==> config.mk <==
export PLATFORM = sky130hd
export DESIGN_NAME = pong_object_ctrl
export DESIGN_NICKNAME = d
export VERILOG_FILES = /design/src/rtl/pong_object_ctrl.sv
export SDC_FILE = /design/constraint.sdc
export NUM_CORES = 1
export LEC_CHECK = 0
export ABC_CLOCK_PERIOD_IN_PS = 6200
export CAP_MARGIN = 20
export CORE_AREA = 2 2 104 106
export CTS_BUF_LIST = sky130_fd_sc_hd__clkbuf_8
export DETAILED_ROUTE_END_ITERATION = 7
export DIE_AREA = 0 0 106 108
export PLACE_DENSITY = 0.66
export SETUP_SLACK_MARGIN = 0.15
export SLEW_MARGIN = 0
export SYNTH_ARGS = -nofsm -noshare
export SYNTH_HDL_FRONTEND = slang
export SYNTH_SLANG_ARGS = --single-unit
==> constraint.sdc <==
create_clock -name clk -period 6.2 [get_ports clk]
set_clock_uncertainty 0.1 [all_clocks]
set_input_delay 1.55 -clock clk [delete_from_list [all_inputs] [get_ports clk]]
set_output_delay 1.55 -clock clk [all_outputs]
set_load 0.005 [all_outputs]
==> src/rtl/pong_object_ctrl.sv <==
// Pong game-state engine: paddle/ball positions, bounces, hits and misses,
// updated once per video frame on a vertical-blanking tick.
module pong_object_ctrl #(
    parameter int unsigned PAD_V       = 4,
    parameter int unsigned BALL_V      = 2,
    parameter int unsigned MISS_FRAMES = 60,
    parameter int unsigned TICK_Y      = 481
) (
    input  logic       clk,
    input  logic       reset,
    input  logic [9:0] pixel_x,
    input  logic [9:0] pixel_y,
    input  logic       btn_up,
    input  logic       btn_down,
    input  logic       serve,
    output logic [9:0] paddle_y,
    output logic [9:0] ball_x,
    output logic [9:0] ball_y,
    output logic [7:0] hits,
    output logic       miss
);

    localparam int unsigned PAD_H     = 72;
    localparam int unsigned BALL_S    = 8;
    localparam int unsigned PAD_MAX   = 479 - PAD_H;
    localparam int unsigned PAD_X_L   = 600;
    localparam int unsigned PAD_X_R   = 603;
    localparam int unsigned WALL_X    = 36;
    localparam int unsigned BOT_Y     = 479;
    localparam int unsigned PAD_Y0    = 204;
    localparam int unsigned BALL_X0   = 320;
    localparam int unsigned BALL_Y0   = 236;
    localparam int unsigned CNT_W     = (MISS_FRAMES > 1) ? $clog2(MISS_FRAMES) : 1;

    localparam logic [1:0] ST_SERVE = 2'd0;
    localparam logic [1:0] ST_PLAY  = 2'd1;
    localparam logic [1:0] ST_MISS  = 2'd2;

    logic [1:0]       state, state_next;
    logic [9:0]       paddle_next, ball_x_next, ball_y_next;
    logic             dx, dx_next, dy, dy_next;
    logic [7:0]       hits_next;
    logic [CNT_W-1:0] cnt, cnt_next;
    logic             miss_next;
    logic             raw, raw_q, tick;

    logic [10:0] bx, by, bx_r, by_b, pad_t, pad_b;
    logic        hit, lose;

    // Single-clock frame tick, robust to pixel_x dwelling at 0
    assign raw  = (pixel_y == 10'(TICK_Y)) && (pixel_x == 10'd0);
    assign tick = raw & ~raw_q;

    // 11-bit operands so no comparison can wrap
    assign bx    = 11'(ball_x);
    assign by    = 11'(ball_y);
    assign bx_r  = 11'(ball_x) + 11'(BALL_S);
    assign by_b  = 11'(ball_y) + 11'(BALL_S);
    assign pad_t = 11'(paddle_y);
    assign pad_b = 11'(paddle_y) + 11'(PAD_H);

    assign hit  = dx && (bx_r >= 11'(PAD_X_L - BALL_V)) && (bx_r <= 11'(PAD_X_R))
                     && (by_b >= pad_t) && (by <= pad_b);
    assign lose = dx && (bx_r > 11'(PAD_X_R)) && !hit;

    always_ff @(posedge clk or negedge reset) begin
        if (!reset) begin
            state    <= ST_SERVE;
            paddle_y <= 10'(PAD_Y0);
            ball_x   <= 10'(BALL_X0);
            ball_y   <= 10'(BALL_Y0);
            dx       <= 1'b1;
            dy       <= 1'b1;
            hits     <= 8'd0;
            cnt      <= '0;
            miss     <= 1'b0;
            raw_q    <= 1'b0;
        end else begin
            state    <= state_next;
            paddle_y <= paddle_next;
            ball_x   <= ball_x_next;
            ball_y   <= ball_y_next;
            dx       <= dx_next;
            dy       <= dy_next;
            hits     <= hits_next;
            cnt      <= cnt_next;
            miss     <= miss_next;
            raw_q    <= raw;
        end
    end

    always_comb begin
        state_next  = state;
        paddle_next = paddle_y;
        ball_x_next = ball_x;
        ball_y_next = ball_y;
        dx_next     = dx;
        dy_next     = dy;
        hits_next   = hits;
        cnt_next    = cnt;
        miss_next   = 1'b0;

        if (tick) begin
            if (btn_up && !btn_down)
                paddle_next = (pad_t >= 11'(PAD_V)) ? paddle_y - 10'(PAD_V) : 10'd0;
            else if (btn_down && !btn_up)
                paddle_next = (pad_t + 11'(PAD_V) <= 11'(PAD_MAX)) ? paddle_y + 10'(PAD_V)
                                                                   : 10'(PAD_MAX);

            case (state)
                ST_SERVE: begin
                    if (serve) begin
                        dx_next    = 1'b1;
                        dy_next    = 1'b1;
                        hits_next  = 8'd0;
                        state_next = ST_PLAY;
                    end
                end
                ST_PLAY: begin
                    if (by <= 11'(BALL_V))
                        dy_next = 1'b1;
                    else if (by_b >= 11'(BOT_Y - BALL_V))
                        dy_next = 1'b0;
                    if (bx <= 11'(WALL_X + BALL_V))
                        dx_next = 1'b1;
                    if (hit) begin
                        dx_next = 1'b0;
                        if (hits != 8'hFF)
                            hits_next = hits + 8'd1;
                    end
                    if (lose) begin
                        state_next = ST_MISS;
                        miss_next  = 1'b1;
                    end else begin
                        ball_x_next = dx_next ? ball_x + 10'(BALL_V) : ball_x - 10'(BALL_V);
                        ball_y_next = dy_next ? ball_y + 10'(BALL_V) : ball_y - 10'(BALL_V);
                    end
                end
                ST_MISS: begin
                    if (cnt == CNT_W'(MISS_FRAMES - 1)) begin
                        cnt_next    = '0;
                        ball_x_next = 10'(BALL_X0);
                        ball_y_next = 10'(BALL_Y0);
                        state_next  = ST_SERVE;
                    end else begin
                        cnt_next = cnt + CNT_W'(1);
                    end
                end
                default: state_next = ST_SERVE;
            endcase
        end
    end

endmodule
==> results of run 1 <==
## synthesized netlist by cell type, types with 7 or more instances
cell and count:
xnor2_1 13, a211oi_1 8, dfstp_2 13, dfrtp_1 34, a31oi_1 9, o211ai_1 8, ha_1 44, and3_1 10
inv_1 27, xor2_1 7, nand4_1 13, nand3_1 18, nand2_1 46, a21oi_1 29, or3_1 9, clkbuf_1 11
o21ai_0 38, nor2_1 43, nor3_1 12, buf_2 8, mux2i_1 8
## final cells by class
| cell class | instances | area (sq um) | area share, % |
|---|---|---|---|
| Timing Repair Buffer | 63 | 621 | 11.9 |
| Tap cell | 136 | 170 | 3.27 |
| Clock inverter | 3 | 46.3 | 0.891 |
| Clock buffer | 5 | 68.8 | 1.32 |
| Inverter | 28 | 105 | 2.02 |
| Multi-Input combinational cell | 426 | 2990 | 57.6 |
| Sequential cell | 47 | 1190 | 22.9 |
## critical path, delay by kind of cell (launching register included)
kind | cells | cell delay, ps
compound gates | 9 | 1910
simple gates | 5 | 820
fa+ha+maj | 3 | 940
xor+xnor | 1 | 160
buf+inv | 1 | 250
flops | 1 | 630
## stage by stage
stage	setup slack (ps)	power, W	hold WS, ps
floorplan	1730	0.000320	379
global placement	1500	0.000342	398
detailed placement	1380	0.000343	402
CTS	1360	0.000589	416
global route	949	0.000603	452
finish	1320	0.000580	414
## registers in the layout, summed over array words and instances (netlist names), 2 cells and up
name and count:
ball_x 9, hits 8, state 2, ball_y 9, paddle_y 9, cnt 6
## power breakdown
group | switching, W | internal (W) | leakage [nW]
clock network | 0.000122 | 0.000122 | 0.0548
registers | 0.00000000774 | 0.000307 | 0.594
logic | 0.0000131 | 0.0000162 | 1.46
## worst paths after layout
check                                         to  cells past startpoint  slack [ps]
max                        ball_x[9]$_DFFE_PN0P_                     19        1320
min                               dy$_DFFE_PN1P_                      2         410
max reg2reg                ball_x[9]$_DFFE_PN0P_                     19        1320
min reg2reg                       dy$_DFFE_PN1P_                      2         410
max in group asynchronous  ball_y[9]$_DFFE_PN0P_                      2        4330
min in group asynchronous  ball_y[4]$_DFFE_PN0P_                      2        1240
## cell usage in the layout (no fill, tap or decap), types with 4 or more instances in the layout
cell type         n
clkdlybuf4s50_1  60
nand2_1          46
ha_1             44
nor2_1           43
o21ai_0          38
dfrtp_1          34
a21oi_1          29
inv_1            27
nand3_1          18
xnor2_1          13
nand4_1          13
dfstp_2          13
nor3_1           12
and3_1           10
a31oi_1           9
or3_1             9
a211oi_1          8
o211ai_1          8
mux2i_1           8
xor2_1            7
o21a_1            6
o31ai_1           6
nor2b_1           5
clkbuf_8          5
and4_1            4
nor4_1            4
a2bb2oi_1         4
and2_1            4
a21o_1            4
or4_1             4
mux2_2            4
## kinds of logic after synthesis
kind of cell / Yosys count / synth area share [%]
simple gates: 201 / 25.7
compound gates: 146 / 22.0
buf+inv: 54 / 5.78
flops: 47 / 26.9
fa+ha+maj: 45 / 12.9
xor+xnor: 20 / 3.95
mux: 12 / 2.82
other cells: 1 / 0.0845
## per-layer routing
metal | wire length [um] | track usage, % | share of wire (%) | vias to the layer above
met3 | 577 | 2.83 | 5.0 | 23
met2 | 5480 | 35.2 | 47 | 137
met1 | 5340 | 28.9 | 46 | 1989
met4 | 201 | 6.02 | 1.7 | 0
met5 | 0 | 0 | 0 | -
li1 | - | - | - | 2038
==> summary.txt, run 1 <==
Layout
  – Fill cells: 1006
  – Fin util: 50.8%
  – Ant. Diodes: 0
  – Area growth syn-to-layout: 17.1%
  – Final Non-Filler Cells: 708
  – Share of cells above drive strength 1: 8.92%
  – NumNets Final: 641
  – Design area: 5200 sq um

Yosys
  – Post-Syn Area: 4440 sq um
  – Asr flop ratio synth: 100%
  – Primary FF master, synth: dfrtp_1
  – Yosys reg bits: 47
  – Area share of the largest cell type after synthesis: 19.2%
  – Synth unique cells: 82
  – Sequential area share after synthesis: 26.9%
  – Cells after Synth: 526
  – Top cell type by total area after synthesis: dfrtp_1
  – Syn_area_per_cell: 8.44 sq um
  – Number of flops mapped to enable cells by yosys: 0
  – Leading post-synthesis cells by cell area: dfrtp_1 19%, ha_1 12%, dfstp_2 7.7%
  – Synthesis warning total: 0

CTS
  – CTS Buf Count: 5
  – Root Buffer: clkbuf_8
  – H-tree levels: 2
  – Worst skew pair latency: 310 ps
  – TritonCTS clock tree: done
  – Post-CTS sizing: 0
  – Setup Fix Bufs, Post-CTS: 0
  – CTS Hold Buffers Added: 0
  – Clk sinks: 47
  – Clk pin slew, worst setup/hold paths: 90 ps
  – Maximum root-to-sink buffer count: 2

Route
  – Iter 0 DRT Violations: 185
  – Number of remaining DRC errors: 0
  – Antenna-violating nets left: 0
  – Via count: 4187
  – Routed wire per std cell: 16.4 um
  – Final wirelength: 11600 um
  – First-pass DRT Iterations: 4
  – Avg Vias per Cell: 5.91

Die
  – Die W: 106 um
  – Rows: 37
  – Top Ports: 64
  – DIE HEIGHT: 108 um
  – Core Footprint: 10200 sq um
  – Die ar.: 11400 sq um
  – Initial Util: 43.4%

Worst setup path
  – Most frequent CP cell: ha_1
  – CP max FO: 10
  – WP data arrival: 5020 ps
  – CP max-delay cell: dfstp_2
  – CP cell instances: ha_1, nand3_1, nor2_1, xor2_1, ha_1, a21oi_1, o41ai_1, a41o_2, o21a_1, a31oi_1, inv_1, ha_1, nor2b_1, o21a_1, nor2_1, o211ai_1, a211o_1, a21o_1, nand3_1
  – Worst Path Required: 6340 ps
  – Worst setup startpoint: ball_y[3]$_DFFE_PN1P_
  – Crit path launch type: register
  – Largest stage delay, worst path: 630 ps
  – Setup CP Type: register to register
  – Critical Path End Type: register
  – Reg2reg start: ball_y[3]$_DFFE_PN1P_

STA
  – Max Clk Rate: 205 MHz
  – Final hold violation count: 0
  – Final worst path period share: 78.7%
  – Unrepaired setup endpoints after global routing: no
  – Final setup viols: 0
  – Max Slew Vio Count: 0
  – Setup TNS: 0 ps
  – Slew of the pin with the lowest slew margin: 854 ps
  – Slew headroom: 43.0%
  – Fin crit period: 4880 ps

Place
  – IO buf count: 61
  – Inst Count DP: 699
  – Detailed Place HPWL: 8700 um
  – RD Place Congestion: 0.899
  – Post-Place Cell Area: 5070 sq um

Pwr
  – Max VDD drop: 88.2 uV
  – LEAKAGE: 2.11 nW
  – Pwr Density: 112 nW/um^2

Min path
  – HP Class: register to register
  – HP Start: dy$_DFFE_PN1P_

Job
  – Max cap viols: 0

GRT
  – Total congestion overflow: 0
  – Largest net degree at the start of global routing: 48
  – Initial antenna violation count: 0
  – Global Route Usage Sum: 21.1%
  – Vias in the first global route: 4079
  – First-pass GRT wire length: 19900 um

Status
  – Status: completed
Note: power is estimated with default switching activity, not from simulation.
==> run 2: changes to the inputs <==
--- a/config.mk
+++ b/config.mk
@@ -5,13 +5,13 @@
 export SDC_FILE = /design/constraint.sdc
 export NUM_CORES = 1
 export LEC_CHECK = 0
-export ABC_CLOCK_PERIOD_IN_PS = 6200
+export ABC_CLOCK_PERIOD_IN_PS = 4300
 export CAP_MARGIN = 20
 export CORE_AREA = 2 2 104 106
 export CTS_BUF_LIST = sky130_fd_sc_hd__clkbuf_8
 export DETAILED_ROUTE_END_ITERATION = 7
 export DIE_AREA = 0 0 106 108
-export PLACE_DENSITY = 0.66
+export PLACE_DENSITY = 0.68
 export SETUP_SLACK_MARGIN = 0.15
 export SLEW_MARGIN = 0
 export SYNTH_ARGS = -nofsm -noshare
==> constraint.sdc (replaced) <==
create_clock -name clk -period 4.3 [get_ports clk]
set_clock_uncertainty 0.1 [all_clocks]
set_input_delay 1.075 -clock clk [delete_from_list [all_inputs] [get_ports clk]]
set_output_delay 1.075 -clock clk [all_outputs]
set_load 0.005 [all_outputs]
==> run 2 against run 1 <==
Register-to-register slack worse by 1200 ps. Via count increased by 4.1%. Routed wire length increased by 5.8%. Setup slack got worse by 1200 ps. Utilization increased by 4.3 points.
==> summary.txt, run 2 (same netlist as run 1, synthesis figures left out) <==
Place
  – Detailed Place HPWL: 9160 um (+5.3%)
  – Pre-CTS WS: 83.0 ps (-1290 ps)
  – RD Place Congestion: 0.919 (+2.2%)
  – Inst Count DP: 715 (+2.3%)
  – IO buf count: 61 (unchanged)

Worst setup path
  – Worst Path Required: 4430 ps (-1910 ps)
  – Most frequent CP cell: ha_4
  – Worst Reg-to-Reg Cells: 18 (-1)
  – Setup CP Type: register to register
  – Largest stage delay, worst path: 660 ps (+30 ps)
  – Crit path launch type: register
  – CP max FO: 7 (-3)
  – CP cell instances: clkinvlp_4, ha_4, inv_1, ha_1, nand4_1, nor2_2, and4_1, a311o_2, a31oi_4, inv_4, ha_4, a21o_1, a21oi_2, nor2b_1, o21a_1, o41a_1, xnor2_1, a2bb2oi_1
  – Critical Path End Type: register
  – CP max-delay cell: dfstp_2
  – WP data arrival: 4260 ps (-760 ps)

Layout
  – Multi-input logic area: 3220 sq um (+7.6%)
  – Ant. Diodes: 0 (unchanged)
  – Most common cell after layout, fill and taps aside: clkdlybuf4s50_1
  – Fill cells: 964 (-4.2%)
  – NumNets Final: 671 (+4.7%)
  – Largest regs: ball_x (9), ball_y (9), paddle_y (9)
  – Most frequent cells in the layout: 60 x clkdlybuf4s50_1, 46 x nand2_1, 39 x nor2_1
  – Share of cells above drive strength 1: 17.8% (+8.9 points)
  – Final Non-Filler Cells: 738 (+4.2%)
  – Seq. cell area: 1190 sq um (unchanged)
  – Area growth syn-to-layout: 27.1%

STA
  – Final hold violation count: 0 (unchanged)
  – WHS: 428 ps (+13.9 ps)
  – Unrepaired setup endpoints after global routing: yes
  – Slew of the pin with the lowest slew margin: 1080 ps (+228 ps)
  – Max Slew Vio Count: 0 (unchanged)
  – PnR worst setup slack: 172 ps (-1150 ps)
  – Slew headroom: 27.9% (-15 points)
  – Final setup viols: 0 (unchanged)
  – Max Clk Rate: 242 MHz (+18%)
  – Fin crit period: 4130 ps (-750 ps)
  – Final worst path period share: 96.0% (+17 points)
  – Setup TNS: 0 ps (unchanged)

GRT
  – Initial antenna violation count: 0 (unchanged)
  – Global Route Usage Sum: 21.6% (+0.44 points)
  – First-pass GRT wire length: 20100 um (+1.4%)
  – Largest net degree at the start of global routing: 35 (-27%)
  – Vias in the first global route: 4109 (+0.74%)
  – Total congestion overflow: 0 (unchanged)

Pwr
  – Max VDD drop: 97.3 uV (+10%)
  – Pwr Density: 134 nW/um^2 (+20%)
  – Tot Pwr: 0.000757 W (+30%)
  – LEAKAGE: 2.37 nW (+12%)

Status
  – Status: completed

Die
  – DIE HEIGHT: 108 um (unchanged)
  – Initial Util: 43.4% (unchanged)
  – Die ar.: 11400 sq um (unchanged)
  – Die W: 106 um (unchanged)
  – Top Ports: 64 (unchanged)
  – Core Footprint: 10200 sq um (unchanged)
  – Rows: 37 (unchanged)

Route
  – First-pass DRT Iterations: 5 (+1)
  – Number of remaining DRC errors: 0 (unchanged)
  – Avg Vias per Cell: 5.91 (-0.12%)
  – Via count: 4359 (+4.1%)
  – Antenna-violating nets left: 0 (unchanged)
  – Final wirelength: 12300 um (+5.8%)
  – Iter 0 DRT Violations: 228 (+23%)
  – Routed wire per std cell: 16.6 um (+1.5%)

CTS
  – TritonCTS clock tree: done
  – CTS Buf Count: 5 (unchanged)
  – Maximum root-to-sink buffer count: 2 (unchanged)
  – H-tree levels: 2 (unchanged)
  – Clk pin slew, worst setup/hold paths: 100 ps (about the same)
  – Root Buffer: clkbuf_8
  – Worst skew pair latency: 310 ps (about the same)
  – Clk sinks: 47 (unchanged)

Min path
  – HP Class: register to register
  – Hold Path Depth: 1 (-1)

Job
  – Max cap viols: 0 (unchanged)
-- run 2: cell count changes in the layout (fill, tap and decap cells not counted), moves of 5 or more --
cell,delta
buf_4,+28
ha_1,-6
ha_4,+6
o21ai_0,-5
-- run 2: critical path: cells and delay by family, from the launching register on --
family          cells  cell delay, ps
compound gates      7            1710
fa+ha+maj           3             750
flops               1             660
simple gates        4             380
buf+inv             3             300
xor+xnor            1             140
-- run 2: what timing repair did --
item,CTS,global route
pin swaps,2,29
hold buffers,0,0
setup buffers,0,15
setup endpoints to repair,2,3
resized for setup,6,35
-- run 2: per-stage QoR --
| stage | area (sq um) | util, % |
|---|---|---|
| after floorplan | 4470 | - |
| after global placement | 5220 | 51.0 |
| final | 5640 | 55.1 |
| after global routing | 5640 | 55.1 |
| after detailed placement | 5220 | 51.0 |
| after CTS | 5330 | 52.0 |
-- run 2: final timing paths --
| path | start | end | slack [ps] |
|---|---|---|---|
| setup / recovery | paddle_y[3]$_DFFE_PN1P_ | ball_x[8]$_DFFE_PN1P_ | 170 |
| hold reg to reg | cnt[4]$_DFFE_PN0P_ | cnt[4]$_DFFE_PN0P_ | 430 |
| hold / removal | cnt[4]$_DFFE_PN0P_ | cnt[4]$_DFFE_PN0P_ | 430 |
| setup reg to reg | paddle_y[3]$_DFFE_PN1P_ | ball_x[8]$_DFFE_PN1P_ | 170 |
| max in group asynchronous | reset | paddle_y[2]$_DFFE_PN1P_ | 2540 |
| min in group asynchronous | reset | ball_y[4]$_DFFE_PN0P_ | 760 |
-- run 2: metal layers --
layer / wire [um] / share of wire (%) / up-vias / GRT usage [%]
met4: 125 / 1.0 / 0 / 5.73
met2: 5920 / 48 / 145 / 36.4
met1: 5620 / 46 / 2110 / 29.6
met3: 611 / 5.0 / 13 / 2.53
met5: 0 / 0 / - / 0
li1: - / - / 2091 / -
-- run 2: layout make-up --
type	count	share of cell area [%]
repair buffers	93	15.3
multi-input cells	426	57.1
flip-flops and latches	47	21.1
inverters	28	1.97
clock buffers	5	1.22
clock inverters	3	0.222
well taps	136	3.02
-- run 2: report_power, final --
group	total [W]	leakage (nW)	switching (W)	internal, W
sequential	0.000442	0.594	0.00000000962	0.000442
combinational	0.0000428	1.72	0.0000193	0.0000234
clock	0.000272	0.0505	0.000161	0.000110
total	0.000757	2.37	0.000181	0.000576
==> run 3: changes to the inputs <==
--- a/config.mk
+++ b/config.mk
@@ -7,10 +7,11 @@
 export LEC_CHECK = 0
 export ABC_CLOCK_PERIOD_IN_PS = 4300
 export CAP_MARGIN = 20
-export CORE_AREA = 2 2 104 106
+export CORE_AREA = 3 3 105 107
 export CTS_BUF_LIST = sky130_fd_sc_hd__clkbuf_8
 export DETAILED_ROUTE_END_ITERATION = 7
-export DIE_AREA = 0 0 106 108
+export DIE_AREA = 0 0 108 110
+export GPL_TIMING_DRIVEN = 0
 export PLACE_DENSITY = 0.68
 export SETUP_SLACK_MARGIN = 0.15
 export SLEW_MARGIN = 0
==> run 3 against run 2 <==
Largest power group unchanged. Critical path type unchanged. Combinational power is 6.1% higher. Fmax is 2.0% lower. Count of clock-buffer cells in the layout stayed put. Clock power is 3% higher. Highest routed layer unchanged. Global-route usage is 0.48 points lower. Worst hold slack better by 2.3 ps.
==> summary.txt, run 3 (same netlist as run 1, synthesis figures left out) <==
GRT
  – Vias in the first global route: 4227 (+2.9%)
  – Initial antenna violation count: 0 (unchanged)
  – Global Route Usage Sum: 21.1% (-0.48 points)
  – Largest net degree at the start of global routing: 39 (+11%)
  – Total congestion overflow: 0 (unchanged)
  – First-pass GRT wire length: 20300 um (+1.0%)

Route
  – Via count: 4458 (+2.3%)
  – Iter 0 DRT Violations: 294 (+29%)
  – Antenna-violating nets left: 0 (unchanged)
  – Routed wire per std cell: 16.6 um (-0.28%)
  – Avg Vias per Cell: 5.88 (-0.43%)
  – First-pass DRT Iterations: 6 (+1)
  – Final wirelength: 12600 um (+2.4%)
  – Number of remaining DRC errors: 0 (unchanged)

CTS
  – Clk pin slew, worst setup/hold paths: 90 ps (about the same)
  – Root Buffer: clkbuf_8
  – CTS Hold Buffers Added: 0 (unchanged)
  – CTS Buf Count: 5 (unchanged)
  – Clk sinks: 47 (unchanged)
  – Maximum root-to-sink buffer count: 2 (unchanged)
  – Worst skew pair latency: 310 ps (about the same)
  – TritonCTS clock tree: done
  – H-tree levels: 2 (unchanged)

Worst setup path
  – CP max FO: 5 (-2)
  – Setup CP Type: register to register
  – Critical Path End Type: register
  – Worst Path Required: 4450 ps (+20 ps)
  – WP data arrival: 4360 ps (+100 ps)
  – Crit path launch type: register

STA
  – Final worst path period share: 97.9% (+1.9 points)
  – Slew headroom: 40.8% (+13 points)
  – Final hold violation count: 0 (unchanged)
  – Slew of the pin with the lowest slew margin: 888 ps (-194 ps)
  – Fin crit period: 4210 ps (+82.4 ps)
  – Final setup viols: 0 (unchanged)
  – Max Slew Vio Count: 0 (unchanged)
  – PnR worst setup slack: 89.4 ps (-82.4 ps)
  – Max Clk Rate: 237 MHz (-2.0%)
  – Unrepaired setup endpoints after global routing: yes

Place
  – Detailed Place HPWL: 9060 um (-1.1%)
  – IO buf count: 61 (unchanged)
  – Pre-CTS WS: -381 ps (-464 ps)
  – Inst Count DP: 725 (+1.4%)
  – RD Place Congestion: 0.969 (+5.5%)

Pwr
  – Pwr Density: 133 nW/um^2 (-0.82%)
  – LEAKAGE: 2.36 nW (-0.54%)
  – Max VDD drop: 113 uV (+16%)

Die
  – Rows: 37 (unchanged)
  – Die ar.: 11900 sq um (+3.8%)
  – DIE HEIGHT: 110 um (+1.9%)
  – Die W: 108 um (+1.9%)
  – Top Ports: 64 (unchanged)
  – Core Footprint: 10200 sq um (unchanged)
  – Initial Util: 43.4% (unchanged)

Status
  – Status: completed

Layout
  – NumNets Final: 691 (+3.0%)
  – Ant. Diodes: 0 (unchanged)
  – Largest regs: ball_x (9), ball_y (9), paddle_y (9)
  – Area growth syn-to-layout: 30.0%
  – Most frequent cells in the layout: 60 x clkdlybuf4s50_1, 46 x nand2_1, 40 x nor2_1
  – Share of cells above drive strength 1: 19.9% (+2.2 points)
  – Final Non-Filler Cells: 758 (+2.7%)
  – Most common cell after layout, fill and taps aside: clkdlybuf4s50_1

Job
  – Max cap viols: 0 (unchanged)

Min path
  – HP Class: register to register
==> run 3: timing repair <==
| item | 4_1_cts | 5_1_grt |
|---|---|---|
| buffers inserted | 8 | 19 |
| resized for setup | 17 | 33 |
| pin swaps | 8 | 21 |
| setup endpoints to repair | 6 | 6 |
==> run 3: area by class of cell <==
cell class                      instances  area (sq um)
Inverter                               28           115
Sequential cell                        47          1190
Buffer                                 24           169
Tap cell                              136           170
Fill cell                             920          4460
Clock buffer                            5          68.8
Clock inverter                          3          20.0
Multi-Input combinational cell        426          3200
Timing Repair Buffer                   89           836
==> run 3: final timing paths <==
kind,start,endpoint,slack (ps),cells past startpoint
min in group asynchronous,reset,ball_y[8]$_DFFE_PN0P_,540,1
max in group asynchronous,reset,dx$_DFFE_PN1P_,3000,2
hold reg to reg,dy$_DFFE_PN1P_,dy$_DFFE_PN1P_,430,2
setup / recovery,ball_y[3]$_DFFE_PN1P_,ball_x[9]$_DFFE_PN0P_,90,20
hold / removal,dy$_DFFE_PN1P_,dy$_DFFE_PN1P_,430,2
setup reg to reg,ball_y[3]$_DFFE_PN1P_,ball_x[9]$_DFFE_PN0P_,90,20
==> run 3: per-layer routing <==
metal	vias to the layer above	part of all wire, %	GRT usage (%)
met5	-	0	0
met4	0	1.4	4.96
met3	17	6.1	3.49
met2	174	49	36.6
met1	2146	43	27.7
li1	2121	-	-
==> run 3: where the power goes <==
part	switching, W	internal [W]
clock network	0.000167	0.000114
registers	0.00000000789	0.000442
logic	0.0000195	0.0000260
total	0.000186	0.000582
==> run 3: metrics by stage <==
| step | cell area (sq um) | TNS (ps) | hold WS, ps | utilization, % | total power [W] |
|---|---|---|---|---|---|
| 3_3_place_gp | 5250 | -797 | 402 | 51.3 | 0.000494 |
| 5_1_grt | 5770 | -193 | 454 | 56.4 | 0.000806 |
| 2_1_floorplan | 4470 | 0 | 379 | - | 0.000461 |
| 4_1_cts | 5470 | 0 | 429 | 53.5 | 0.000778 |
| 6_report | 5770 | 0 | 430 | 56.4 | 0.000768 |
| 3_5_place_dp | 5260 | -1140 | 416 | 51.4 | 0.000497 |
==> run 3: worst max-delay path: stages (launching register included) <==
cell	delay (ps)
dfstp_2	590
ha_4	150
buf_8	120
nand3_4	100
nor2_4	120
xor2_2	190
ha_4	240
a21oi_4	160
o41ai_2	100
a41o_2	250
o21a_4	220
a31oi_4	210
inv_4	70
ha_1	320
nor2b_2	180
o21a_1	180
nor2_2	150
o211ai_1	160
a211o_1	290
a21o_1	170
nand3_1	70
